**config.mk**
```make
export PLATFORM = sky130hd
export DESIGN_NAME = spi_slave_responder
export DESIGN_NICKNAME = d
export VERILOG_FILES = /design/src/rtl/spi_slave_responder.sv
export SDC_FILE = /design/constraint.sdc
export NUM_CORES = 1
export LEC_CHECK = 0
export ABC_AREA = 1
export CAP_MARGIN = 20
export CORE_MARGIN = 5
export CORE_UTILIZATION = 30
export DETAILED_ROUTE_END_ITERATION = 10
export MAX_ROUTING_LAYER = met4
export PLACE_DENSITY = 0.53
export SYNTH_ARGS = -nofsm -noshare
export SYNTH_HDL_FRONTEND = slang
export SYNTH_SLANG_ARGS = --single-unit
```
**constraint.sdc**
```tcl
create_clock -name i_sys_clk -period 3.59 [get_ports i_sys_clk]
set_clock_uncertainty 0.05 [all_clocks]
set_input_delay 0.359 -clock i_sys_clk [delete_from_list [all_inputs] [get_ports i_sys_clk]]
set_output_delay 0.359 -clock i_sys_clk [all_outputs]
set_load 0.005 [all_outputs]
```
**src/rtl/spi_slave_responder.sv**
```systemverilog
// SPI target: oversampled SCK/SS/MOSI, one DATA_W word per frame each way, all CPOL/CPHA modes.
// Define SPI_SLV_IRQ_EN to add a registered o_interrupt output.
module spi_slave_responder #(
  parameter int                DATA_W      = 8,
  parameter int                SYNC_STAGES = 2,
  parameter logic [DATA_W-1:0] FILL        = '1
) (
  input  logic              i_sys_clk,
  input  logic              i_sys_rst,
  input  logic              i_spe,
  input  logic              i_cpol,
  input  logic              i_cpha,
  input  logic              i_lsbfe,
  input  logic [DATA_W-1:0] i_tx_data,
  input  logic              i_tx_valid,
  output logic              o_tx_ready,
  output logic [DATA_W-1:0] o_rx_data,
  output logic              o_rx_valid,
  input  logic              i_rx_ack,
  output logic              o_overrun,
  input  logic              i_ovr_clr,
  output logic              o_underrun,
  input  logic              i_SCK,
  input  logic              i_SS,
  input  logic              i_MOSI,
  output logic              o_MISO,
  output logic              o_MISO_oe
`ifdef SPI_SLV_IRQ_EN
  ,output logic             o_interrupt
`endif
);

  localparam int CW = $clog2(DATA_W + 1);

  typedef enum logic [1:0] {IDLE, ACTIVE, DONE} state_t;

  state_t                 state_q, state_d;
  logic [SYNC_STAGES-1:0] sck_sync_q, sck_sync_d;
  logic [SYNC_STAGES-1:0] ss_sync_q, ss_sync_d;
  logic [SYNC_STAGES-1:0] mosi_sync_q, mosi_sync_d;
  logic                   sck_prev_q, sck_prev_d;
  logic                   ss_prev_q, ss_prev_d;
  logic [CW-1:0]          bit_cnt_q, bit_cnt_d;
  logic [DATA_W-1:0]      rx_sr_q, rx_sr_d;
  logic [DATA_W-1:0]      tx_sr_q, tx_sr_d;
  logic                   word_done_q, word_done_d;
  logic [DATA_W-1:0]      hold_q, hold_d;
  logic                   hold_full_q, hold_full_d;
  logic [DATA_W-1:0]      rx_data_q, rx_data_d;
  logic                   rx_valid_q, rx_valid_d;
  logic                   overrun_q, overrun_d;
  logic                   underrun_q, underrun_d;
  logic                   miso_q, miso_d;
  logic                   miso_oe_q, miso_oe_d;

  logic sck_s, ss_s, mosi_s;
  logic lead_edge, trail_edge, samp_edge, drv_edge, ss_fall, load;

  assign sck_s      = sck_sync_q[SYNC_STAGES-1];
  assign ss_s       = ss_sync_q[SYNC_STAGES-1];
  assign mosi_s     = mosi_sync_q[SYNC_STAGES-1];
  assign lead_edge  = (sck_s != sck_prev_q) && (sck_prev_q == i_cpol);
  assign trail_edge = (sck_s != sck_prev_q) && (sck_s == i_cpol);
  assign samp_edge  = i_cpha ? trail_edge : lead_edge;
  assign drv_edge   = i_cpha ? lead_edge  : trail_edge;
  assign ss_fall    = ss_prev_q && !ss_s;

  always_comb begin
    sck_sync_d  = {sck_sync_q[SYNC_STAGES-2:0], i_SCK};
    ss_sync_d   = {ss_sync_q[SYNC_STAGES-2:0], i_SS};
    mosi_sync_d = {mosi_sync_q[SYNC_STAGES-2:0], i_MOSI};
    sck_prev_d  = sck_s;
    ss_prev_d   = ss_s;
    state_d     = state_q;
    bit_cnt_d   = bit_cnt_q;
    rx_sr_d     = rx_sr_q;
    tx_sr_d     = tx_sr_q;
    word_done_d = word_done_q;
    hold_d      = hold_q;
    hold_full_d = hold_full_q;
    rx_data_d   = rx_data_q;
    rx_valid_d  = rx_valid_q;
    overrun_d   = overrun_q;
    underrun_d  = underrun_q;
    load        = 1'b0;

    if (i_rx_ack)  rx_valid_d = 1'b0;
    if (i_ovr_clr) begin
      overrun_d  = 1'b0;
      underrun_d = 1'b0;
    end

    case (state_q)
      IDLE: begin
        bit_cnt_d   = '0;
        word_done_d = 1'b0;
        if (ss_fall && i_spe) begin
          state_d = ACTIVE;
          load    = !i_cpha;
        end
      end
      ACTIVE: begin
        if (ss_s || !i_spe) begin
          state_d   = IDLE;
          bit_cnt_d = '0;
        end else begin
          if (samp_edge) begin
            rx_sr_d   = i_lsbfe ? {mosi_s, rx_sr_q[DATA_W-1:1]} : {rx_sr_q[DATA_W-2:0], mosi_s};
            bit_cnt_d = bit_cnt_q + CW'(1);
            if (bit_cnt_d == CW'(DATA_W)) state_d = DONE;
          end
          // CPHA=1 loads on the first leading edge; CPHA=0 on the trailing edge after a word.
          if (drv_edge) begin
            if (i_cpha ? (bit_cnt_q == '0) : word_done_q) begin
              load        = 1'b1;
              word_done_d = 1'b0;
            end else begin
              tx_sr_d = i_lsbfe ? {1'b0, tx_sr_q[DATA_W-1:1]} : {tx_sr_q[DATA_W-2:0], 1'b0};
            end
          end
        end
      end
      DONE: begin
        if (!rx_valid_q || i_rx_ack) begin
          rx_data_d  = rx_sr_q;
          rx_valid_d = 1'b1;
        end else begin
          overrun_d = 1'b1;
        end
        bit_cnt_d   = '0;
        word_done_d = 1'b1;
        state_d     = (ss_s || !i_spe) ? IDLE : ACTIVE;
      end
      default: state_d = IDLE;
    endcase

    if (load) begin
      if (hold_full_q) begin
        tx_sr_d     = hold_q;
        hold_full_d = 1'b0;
      end else begin
        tx_sr_d    = FILL;
        underrun_d = 1'b1;
      end
    end
    // A write into empty holding coinciding with a FILL load is kept for the next word.
    if (i_tx_valid && !hold_full_q) begin
      hold_d      = i_tx_data;
      hold_full_d = 1'b1;
    end

    miso_oe_d = (state_d != IDLE);
    miso_d    = miso_oe_d && (i_lsbfe ? tx_sr_d[0] : tx_sr_d[DATA_W-1]);
  end

  always_ff @(posedge i_sys_clk) begin
    if (i_sys_rst) begin
      state_q     <= IDLE;
      sck_sync_q  <= {SYNC_STAGES{i_cpol}};
      ss_sync_q   <= '1;
      mosi_sync_q <= '0;
      sck_prev_q  <= i_cpol;
      ss_prev_q   <= 1'b1;
      bit_cnt_q   <= '0;
      rx_sr_q     <= '0;
      tx_sr_q     <= '0;
      word_done_q <= 1'b0;
      hold_q      <= '0;
      hold_full_q <= 1'b0;
      rx_data_q   <= '0;
      rx_valid_q  <= 1'b0;
      overrun_q   <= 1'b0;
      underrun_q  <= 1'b0;
      miso_q      <= 1'b0;
      miso_oe_q   <= 1'b0;
    end else begin
      state_q     <= state_d;
      sck_sync_q  <= sck_sync_d;
      ss_sync_q   <= ss_sync_d;
      mosi_sync_q <= mosi_sync_d;
      sck_prev_q  <= sck_prev_d;
      ss_prev_q   <= ss_prev_d;
      bit_cnt_q   <= bit_cnt_d;
      rx_sr_q     <= rx_sr_d;
      tx_sr_q     <= tx_sr_d;
      word_done_q <= word_done_d;
      hold_q      <= hold_d;
      hold_full_q <= hold_full_d;
      rx_data_q   <= rx_data_d;
      rx_valid_q  <= rx_valid_d;
      overrun_q   <= overrun_d;
      underrun_q  <= underrun_d;
      miso_q      <= miso_d;
      miso_oe_q   <= miso_oe_d;
    end
  end

  assign o_tx_ready = !hold_full_q;
  assign o_rx_data  = rx_data_q;
  assign o_rx_valid = rx_valid_q;
  assign o_overrun  = overrun_q;
  assign o_underrun = underrun_q;
  assign o_MISO     = miso_q;
  assign o_MISO_oe  = miso_oe_q;

`ifdef SPI_SLV_IRQ_EN
  logic irq_q, irq_d;
  assign irq_d = rx_valid_d || overrun_d || underrun_d;
  always_ff @(posedge i_sys_clk) begin
    if (i_sys_rst) irq_q <= 1'b0;
    else           irq_q <= irq_d;
  end
  assign o_interrupt = irq_q;
`endif

endmodule
```
# Word level (Yosys, flattened, before mapping)
# Cells that the tools add are included.
# W data, S select, Z words.
[word_totals]
reg_bits = 53
wordCells = 103
[classes]
n_addsub = 1
n_eq_ne = 12
n_mux = 43
n_bitwise = 1
n_reduce_logical = 27
[op_table]
columns = ["op", "n"]
rows = [
  ["$mux W8", 8],
  ["$mux W1", 24],
  ["$mux W2", 5],
  ["$ne A2 B2 Y1 const B", 5],
  ["$reduce_bool A2 Y1", 5],
  ["$mux W4", 2],
  ["$pmux W4 S2", 1],
  ["$reduce_and A4 Y1", 2],
  ["$logic_and A1 B1 Y1", 6],
  ["$pmux W2 S3", 1],
  ["$logic_not A1 Y1", 5],
  ["$add A4 B1 Y4 const B", 1],
  ["$eq A4 B4 Y1 const B", 1],
  ["$logic_not A4 Y1", 1],
  ["$reduce_and A2 Y1", 2],
  ["$ne A3 B3 Y1 const B", 1],
  ["$pmux W1 S3", 1],
  ["$reduce_and A3 Y1", 1],
  ["$reduce_bool A3 Y1", 1],
  ["$eq A1 B1 Y1", 2],
  ["$eq A2 B1 Y1 const B", 1],
  ["$eq A2 B2 Y1 const B", 1],
  ["$logic_not A2 Y1", 1],
  ["$logic_or A1 B1 Y1", 2],
  ["other kinds (4)", 4],
]

# Longest topological paths before layout
# Gate-level depths: netlist of the first run.
[logic_depth]
word_depth = 9
ltp_mapped = 16

# Worst setup path after synthesis of the first run
# OpenSTA, ideal clock, no wires.
[synth_path]
path_kind = "register -> register"
from = "register bit_cnt_q[0]"
to = "register miso_q, in the netlist o_MISO"
setup_time_ns = 0.113
t_arrival_ns = 1.445
t_required_ns = 3.427
slack_ns = 1.982
stages_incl_launch_ff = 13
n_path_buf = 0
period_less_slack_ns = 1.608
cell_sequence = "dfxtp_1 -> inv_1 -> ha_1 -> nand2_1 -> clkinv_1 -> nand2_2 -> nand2_4 -> nand2_2 -> inv_2 -> a21oi_1 -> nand3_1 -> a21oi_2 -> nor2_1"
[synth_via]
elab_chain_cells = 9
elab_cells_between_ends = 20
cone_classes = "add/sub: 1; eq/ne: 1; mux: 15; reduce/logical: 3"
[synth_lines]
columns = ["element", "line_no", "text"]
rows = [
  ["start: declaration", "43", "logic [CW-1:0] bit_cnt_q, bit_cnt_d;"],
  ["start signal: assignment", "183", "bit_cnt_q <= bit_cnt_d;"],
  ["parallel branches: the longest is 8 deep, another holds $add A4 B1 Y4", "-", ""],
  ["$logic_and A1 B1 Y1 *", "153", "miso_d = miso_oe_d && (i_lsbfe ? tx_sr_d[0] : tx_sr_d[DATA_W-1]);"],
  ["end signal: assignment", "193", "miso_q <= miso_d;"],
  ["end: declaration", "53", "logic miso_q, miso_d;"],
]
# Mark *: on every way between the ends. The select of a mux whose other input is x is not followed.
# A chain may end at the register's enable or synchronous reset.

# Final worst setup path of the first run
[layout_path]
from = "register hold_full_q"
to = "output port o_tx_ready"
[layout_via]
elab_chain_cells = 1
[layout_lines]
columns = ["element", "line_no", "text"]
rows = [
  ["start: declaration", "48", "logic hold_full_q, hold_full_d;"],
  ["start signal: assignment", "188", "hold_full_q <= hold_full_d;"],
  ["$logic_not A1 Y1", "198", "assign o_tx_ready = !hold_full_q;"],
  ["end: declaration", "16", "output logic o_tx_ready,"],
]
# No other way between the ends.

==> metrics.log, run 1 <==
INFO  metric status = complete, no violations
INFO  metric postCtsSetupRepairBufs = 0
INFO  metric fin_total_pwr = 1.07 mW
INFO  metric firstDrtPassIters = 4
INFO  metric postSynthRegisterBits = 53
INFO  metric holdCritPathClass = register to register
INFO  metric grt.met1_usage = 0.146
INFO  metric groute.layer.met2.usage = 0.186
INFO  metric synth_area = 2390 sq um
INFO  metric floorplan.die_area = 9860 sq um
INFO  metric synth-edff-count = 0
INFO  metric setup.worst_path.start_class = register
INFO  metric synth_common_cells = sky130_fd_sc_hd__nand2_1 (58), sky130_fd_sc_hd__dfxtp_1 (53), sky130_fd_sc_hd__nor2_1 (46)
INFO  metric worst-path-buf-inv = 2
INFO  metric core_region_area = 7770 sq um
INFO  metric ys.warnings.count = 0
INFO  metric placement_rows = 32
INFO  metric hold_buffers = 0
INFO  metric post_synth_num_cell_types = 32
INFO  metric gp_congestion = 0.813
INFO  metric power_dens_cells = 368 nW/um^2
INFO  metric synthToLayoutAreaGrowth = 21.5%
INFO  metric finalHoldViolCount = 0
INFO  metric grt_usage = 0.115
INFO  metric synth-main-ff-cell = sky130_fd_sc_hd__dfxtp_1
INFO  metric cell_by_cell_trace_of_the_critical_path = clkinv_1, clkdlybuf4s50_1
INFO  metric layout.core_utilization = 0.375
INFO  metric placement.io_buffers = 33
INFO  metric insertedDiodeCount = 0
INFO  metric async_flop_share = 0
INFO  metric wl = 5230 um
INFO  metric cp_data_required_time = 3180 ps
INFO  metric global_route_wire_length_before_repair = 9110 um
INFO  metric hold_crit_start = mosi_sync_q[0]
INFO  metric initial_utilization = 0.308
INFO  metric drt-vias-per-instance = 4.50
INFO  metric gr_met3_demand_resource = 0.0281
INFO  metric finalSetupViolations = 0
INFO  metric hpwlAfterDp = 3790 um
INFO  metric rsz0062_at_grt = false
INFO  metric syn-num-nets = 348
INFO  metric overflow = 0
INFO  metric fraction_of_final_layout_cells_with_drive_strength_greater_than_1 = 0.114
INFO  metric worst_slew_margin_rel = 0.598
INFO  metric fin_tns_setup = 0 ps
INFO  metric cts_resized = 0
INFO  metric cp_data_arrival_time = 1550 ps
INFO  metric cts.sinks = 53
INFO  metric grt.busiest_layer = met2
INFO  metric critical_path_end_type = output port
INFO  metric clk_latency = 310 ps
INFO  metric synth.most_common_cell = sky130_fd_sc_hd__nand2_1
INFO  metric sequential_element_share_of_the_synthesized_area = 0.443
INFO  metric synth_top_cells_by_area = sky130_fd_sc_hd__dfxtp_1 (44%), sky130_fd_sc_hd__nand2_1 (9.1%), sky130_fd_sc_hd__o21ai_0 (7.5%)
INFO  metric leakagePower = 1.20 nW
INFO  metric die_h = 99.3 um
INFO  metric synth_top_area_frac = 0.443
INFO  metric cell_with_the_largest_stage_delay_on_the_worst_path = sky130_fd_sc_hd__clkdlybuf4s50_1
INFO  metric antenna_violating_nets_post_route = 0
INFO  metric worst_r2r_startpoint = bit_cnt_q[0]
INFO  metric startpoint = hold_full_q
INFO  metric max-cap-violations = 0
INFO  metric routed-via-count = 2,073
INFO  metric vias_in_the_first_global_route = 2,043
INFO  metric min_period = 1960 ps
INFO  metric timing.critical_path.slowest_cell_delay = 540 ps
INFO  metric achievable-frequency = 511 MHz
INFO  metric path_max_fanout = 9
INFO  metric clock_tree_from_tritoncts = built
INFO  metric layout_worst_path_cycle_share = 0.545
INFO  metric route.detailed.drc = 0
INFO  metric postSynthAreaPerCell = 7.34 sq um
INFO  metric tritoncts.num_buffers = 5
INFO  metric wl_per_cell = 11.3 um
INFO  metric ctsHtreeMaxLevel = 2
INFO  metric design.portCount = 34
INFO  metric max-clock-path-buffers = 2
INFO  metric timing.hold.ws = 357 ps
INFO  metric critical-path-top-delay-family = buffers and inverters
INFO  metric vdd.ir_drop.worst = 0.186 mV
INFO  metric clock-root-buffer = sky130_fd_sc_hd__clkbuf_8
INFO  metric largest_net_degree_at_the_start_of_global_routing = 21
INFO  metric final.fill_count = 850
INFO  metric critPathKind = register to output port
INFO  metric fin_nets = 380
INFO  metric dieWidth = 99.3 um
INFO  metric drt_iter0_markers = 98
INFO  metric post_synth_inst_count = 326
INFO  metric grt_antenna_before_repair = 0
INFO  metric tightestPinTransition = 602 ps
INFO  metric synthDominantAreaCellType = sky130_fd_sc_hd__dfxtp_1
INFO  metric worst_setup_hold_path_clk_slew = 100 ps
INFO  metric timing.final.max_slew_violations = 0
-- metal layers --
| metal | vias to the layer above | part of all wire |
|---|---|---|
| met5 | - | 0 |
| met4 | 0 | 0.010 |
| met3 | 4 | 0.032 |
| met2 | 39 | 0.44 |
| met1 | 926 | 0.52 |
| li1 | 1104 | - |
-- placed cells by master (no fill, tap or decap), types with 4 or more instances in the layout --
master                            count
sky130_fd_sc_hd__nand2_1             58
sky130_fd_sc_hd__dfxtp_1             53
sky130_fd_sc_hd__nor2_1              46
sky130_fd_sc_hd__o21ai_0             36
sky130_fd_sc_hd__clkdlybuf4s50_1     33
sky130_fd_sc_hd__inv_1               32
sky130_fd_sc_hd__a21oi_1             20
sky130_fd_sc_hd__nand3_1             12
sky130_fd_sc_hd__o21ai_1             10
sky130_fd_sc_hd__inv_2                6
sky130_fd_sc_hd__nor2_4               5
sky130_fd_sc_hd__nand2_2              5
sky130_fd_sc_hd__clkbuf_8             5
sky130_fd_sc_hd__nand2_4              4
sky130_fd_sc_hd__a31oi_1              4
-- per-stage QoR --
stage | setup slack, ps | std cells | cell area [sq um]
finish | 1630 | 461 | 2910
global route | 1530 | 461 | 2910
CTS | 1630 | 461 | 2910
detailed placement | 1420 | 453 | 2810
global placement | 1440 | 453 | 2810
floorplan | 1980 | 326 | 2390
-- cell families (layout without fill, tap and decap cells) --
family          count (synthesis)  count (layout)  share of synthesized area
mux                             1               1                    0.00418
buf+inv                        52              85                     0.0899
compound gates                 78              78                      0.177
fa+ha+maj                       2               2                     0.0105
flops                          53              53                      0.443
xor+xnor                        1               1                    0.00366
simple gates                  139             139                      0.272
-- worst min-delay path, stage by stage (launching register included) --
cell and delay (ps):
sky130_fd_sc_hd__dfxtp_1 310, sky130_fd_sc_hd__inv_1 40, sky130_fd_sc_hd__nor2_1 30
-- worst paths after layout --
path | end | slack, ps | depth (start not counted)
worst max register to register | o_MISO | 1760 | 14
worst min register to register | mosi_sync_q[1] | 360 | 2
worst max-delay path | o_tx_ready | 1630 | 2
worst min-delay path | mosi_sync_q[1] | 360 | 2
-- registers in the layout (all words and copies together) (netlist names), 2 cells and up --
name         count
bit_cnt_q        4
hold_q           8
mosi_sync_q      2
o_rx_data        8
rx_sr_q          8
sck_sync_q       2
ss_sync_q        2
state_q          2
tx_sr_q          8
-- power breakdown --
| group | internal (mW) | total (mW) | switching (mW) |
|---|---|---|---|
| Clock | 0.142 | 0.358 | 0.216 |
| Combinational | 0.0427 | 0.0983 | 0.0556 |
| Sequential | 0.604 | 0.613 | 0.00864 |
| Total | 0.789 | 1.07 | 0.280 |
-- layout make-up --
cell class,count,area (sq um),area share
Clock buffer,5,68.8,0.0237
Clock inverter,3,26.3,0.00903
Inverter,41,155,0.0533
Multi-Input combinational cell,221,1120,0.384
Sequential cell,53,1060,0.365
Tap cell,102,128,0.0439
Timing Repair Buffer,36,353,0.121
Power figures use the tool's default switching activity.
==> inputs of run 2 (changes only) <==
Settings changed: PLACE_DENSITY 0.53 to 0.55.
Clock period 3.59 ns to 1.8 ns, I/O delays scaled along.
==> run 2 against run 1 <==
Clock power grew 100%. Hold slack got worse by 8.4 ps. Flip-flop and latch count did not move. Critical endpoint is now tx_sr_q[3]. Highest routed layer unchanged.
==> metrics.log, run 2 (synthesis gave the netlist of run 1 again) <==
INFO  metric critical_path_end_type = register
INFO  metric floorplan.die_area = 9860 sq um
INFO  metric rsz0062_at_grt = true
INFO  metric rr_endpoint = tx_sr_q[3]
INFO  metric hold_crit_start = mosi_sync_q[0]
INFO  metric holdCritPathClass = register to register
INFO  metric cp_data_required_time = 1950 ps
INFO  metric insertedDiodeCount = 0
INFO  metric cp_data_arrival_time = 1830 ps
INFO  metric placement.io_buffers = 33
INFO  metric die_h = 99.3 um
INFO  metric synthToLayoutAreaGrowth = 29.8%
INFO  metric vias_in_the_first_global_route = 2,037
INFO  metric critPathKind = register to register
INFO  metric design.portCount = 34
INFO  metric leakagePower = 1.32 nW
INFO  metric firstDrtPassIters = 4
INFO  metric worst_hold_path.num_cells = 2
INFO  metric max-cap-violations = 0
INFO  metric worst_slew_margin_rel = 0.758
INFO  metric clk_latency = 310 ps
INFO  metric grt_usage = 0.117
INFO  metric tightestPinTransition = 362 ps
INFO  metric global_route_wire_length_before_repair = 9340 um
INFO  metric layout.core_utilization = 0.400
INFO  metric antenna_violating_nets_post_route = 0
INFO  metric fin_tns_setup = 0 ps
INFO  metric min_delay_worst_endpoint = mosi_sync_q[1]
INFO  metric setup.reg_to_reg.worst_slack = 120 ps
INFO  metric dieWidth = 99.3 um
INFO  metric fraction_of_final_layout_cells_with_drive_strength_greater_than_1 = 0.186
INFO  metric setup.worst_path.start_class = register
INFO  metric r2r_cells = 14
INFO  metric overflow = 0
INFO  metric grt_antenna_before_repair = 0
INFO  metric largest_net_degree_at_the_start_of_global_routing = 20
INFO  metric wl = 5310 um
INFO  metric layout_worst_path_cycle_share = 0.934
INFO  metric path_max_fanout = 6
INFO  metric drt-vias-per-instance = 4.41
INFO  metric cts.sinks = 53
INFO  metric layout_commonest_cell = sky130_fd_sc_hd__nand2_1
INFO  metric final.fill_count = 843
INFO  metric routed-via-count = 2,136
INFO  metric route.detailed.drc = 0
INFO  metric timing.final.max_slew_violations = 0
INFO  metric vdd.ir_drop.worst = 0.300 mV
INFO  metric clock-root-buffer = sky130_fd_sc_hd__clkbuf_8
INFO  metric clock_tree_from_tritoncts = built
INFO  metric worst_r2r_startpoint = bit_cnt_q[0]
INFO  metric core_region_area = 7770 sq um
INFO  metric max-clock-path-buffers = 2
INFO  metric fin_nets = 403
INFO  metric initial_utilization = 0.308
INFO  metric drt_iter0_markers = 89
INFO  metric finalSetupViolations = 0
INFO  metric power_dens_cells = 696 nW/um^2
INFO  metric status = complete, no violations
INFO  metric placement_rows = 32
INFO  metric worst_setup_hold_path_clk_slew = 110 ps
INFO  metric finalHoldViolCount = 0
INFO  metric min_period = 1680 ps
INFO  metric wl_per_cell = 11.0 um
INFO  metric gp_congestion = 0.842
INFO  metric layout_common_cells = sky130_fd_sc_hd__nand2_1 (57), sky130_fd_sc_hd__dfxtp_1 (52), sky130_fd_sc_hd__nor2_1 (46)
INFO  metric hpwlAfterDp = 3840 um
INFO  metric tritoncts.num_buffers = 5
INFO  metric achievable-frequency = 595 MHz
INFO  metric ctsHtreeMaxLevel = 2
[run 2: cell types whose count changed in the layout (fill, tap and decap cells not counted), sizes merged]
cell | previous run | this run
buf | 3 | 26
clkinv | 3 | 0
clkinvlp | 2 | 3
inv | 39 | 41
[run 2: layout make-up]
type | instances | area (sq um) | share of cell area
inverters | 41 | 160 | 0.0516
well taps | 102 | 128 | 0.0411
repair buffers | 59 | 529 | 0.170
clock buffers | 5 | 68.8 | 0.0222
multi-input cells | 221 | 1130 | 0.364
clock inverters | 3 | 26.3 | 0.00846
flip-flops and latches | 53 | 1060 | 0.342
[run 2: routing by layer]
| metal | global-route usage | wire [um] | up-vias |
|---|---|---|---|
| met4 | 0.0389 | 59 | 0 |
| met3 | 0.0259 | 165 | 6 |
| met5 | - | 0 | - |
| met2 | 0.175 | 2390 | 37 |
| li1 | - | - | 1150 |
| met1 | 0.157 | 2700 | 943 |
[run 2: power by group]
group	internal (mW)	switching, mW	total, mW	leakage [nW]
clock	0.284	0.433	0.717	0.0423
sequential	1.20	0.0181	1.22	0.432
combinational	0.106	0.117	0.223	0.842
[run 2: worst max path at each step]
stage,from,slack [ps],endpoint,cells past startpoint
3_5_place_dp,i_cpol,-80,tx_sr_q[3],12
4_1_cts,hold_full_q,8,o_tx_ready,2
2_1_floorplan,bit_cnt_q[0],190,o_MISO,12
3_3_place_gp,i_cpha,-50,o_MISO,11
5_1_grt,bit_cnt_q[0],-10,tx_sr_q[3],14
6_report,bit_cnt_q[0],120,tx_sr_q[3],14
[run 2: critical path, cell delays in order (launching register included)]
cell                      delay, ps
sky130_fd_sc_hd__dfxtp_2        340
sky130_fd_sc_hd__inv_1           50
sky130_fd_sc_hd__ha_1           200
sky130_fd_sc_hd__nand2_1         80
sky130_fd_sc_hd__inv_2           40
sky130_fd_sc_hd__nand2_2         60
sky130_fd_sc_hd__nand2_4         60
sky130_fd_sc_hd__nand2_2         60
sky130_fd_sc_hd__inv_2           40
sky130_fd_sc_hd__nand2_2         70
sky130_fd_sc_hd__nand2_4         80
sky130_fd_sc_hd__buf_6          130
sky130_fd_sc_hd__buf_4          130
sky130_fd_sc_hd__o21ai_0        100
sky130_fd_sc_hd__a21oi_2         80
[run 2: stage by stage]
stage                     hold slack [ps]  worst slack (ps)  power, mW  cells  instance area, sq um
after CTS                             339              8.33       2.18    477                  3030
after global routing                  352             -13.5       2.27    484                  3110
after floorplan                       233               192       1.37    326                  2390
final                                 348               118       2.16    484                  3110
after detailed placement              343             -82.5       1.46    469                  2930
after global placement                344             -45.5       1.46    469                  2930
[run 2: what timing repair did]
action	in CTS	in global routing
resized for setup	0	11
hold endpoints to repair	0	0
setup buffers	0	7
hold buffers	0	0
setup endpoints to repair	0	10
==> inputs of run 3 (changes only) <==
Settings changed: CTS_CLUSTER_DIAMETER set to 150.
==> results of run 3 <==
No change in the layout: final DEF, timing and power equal those of run 2.
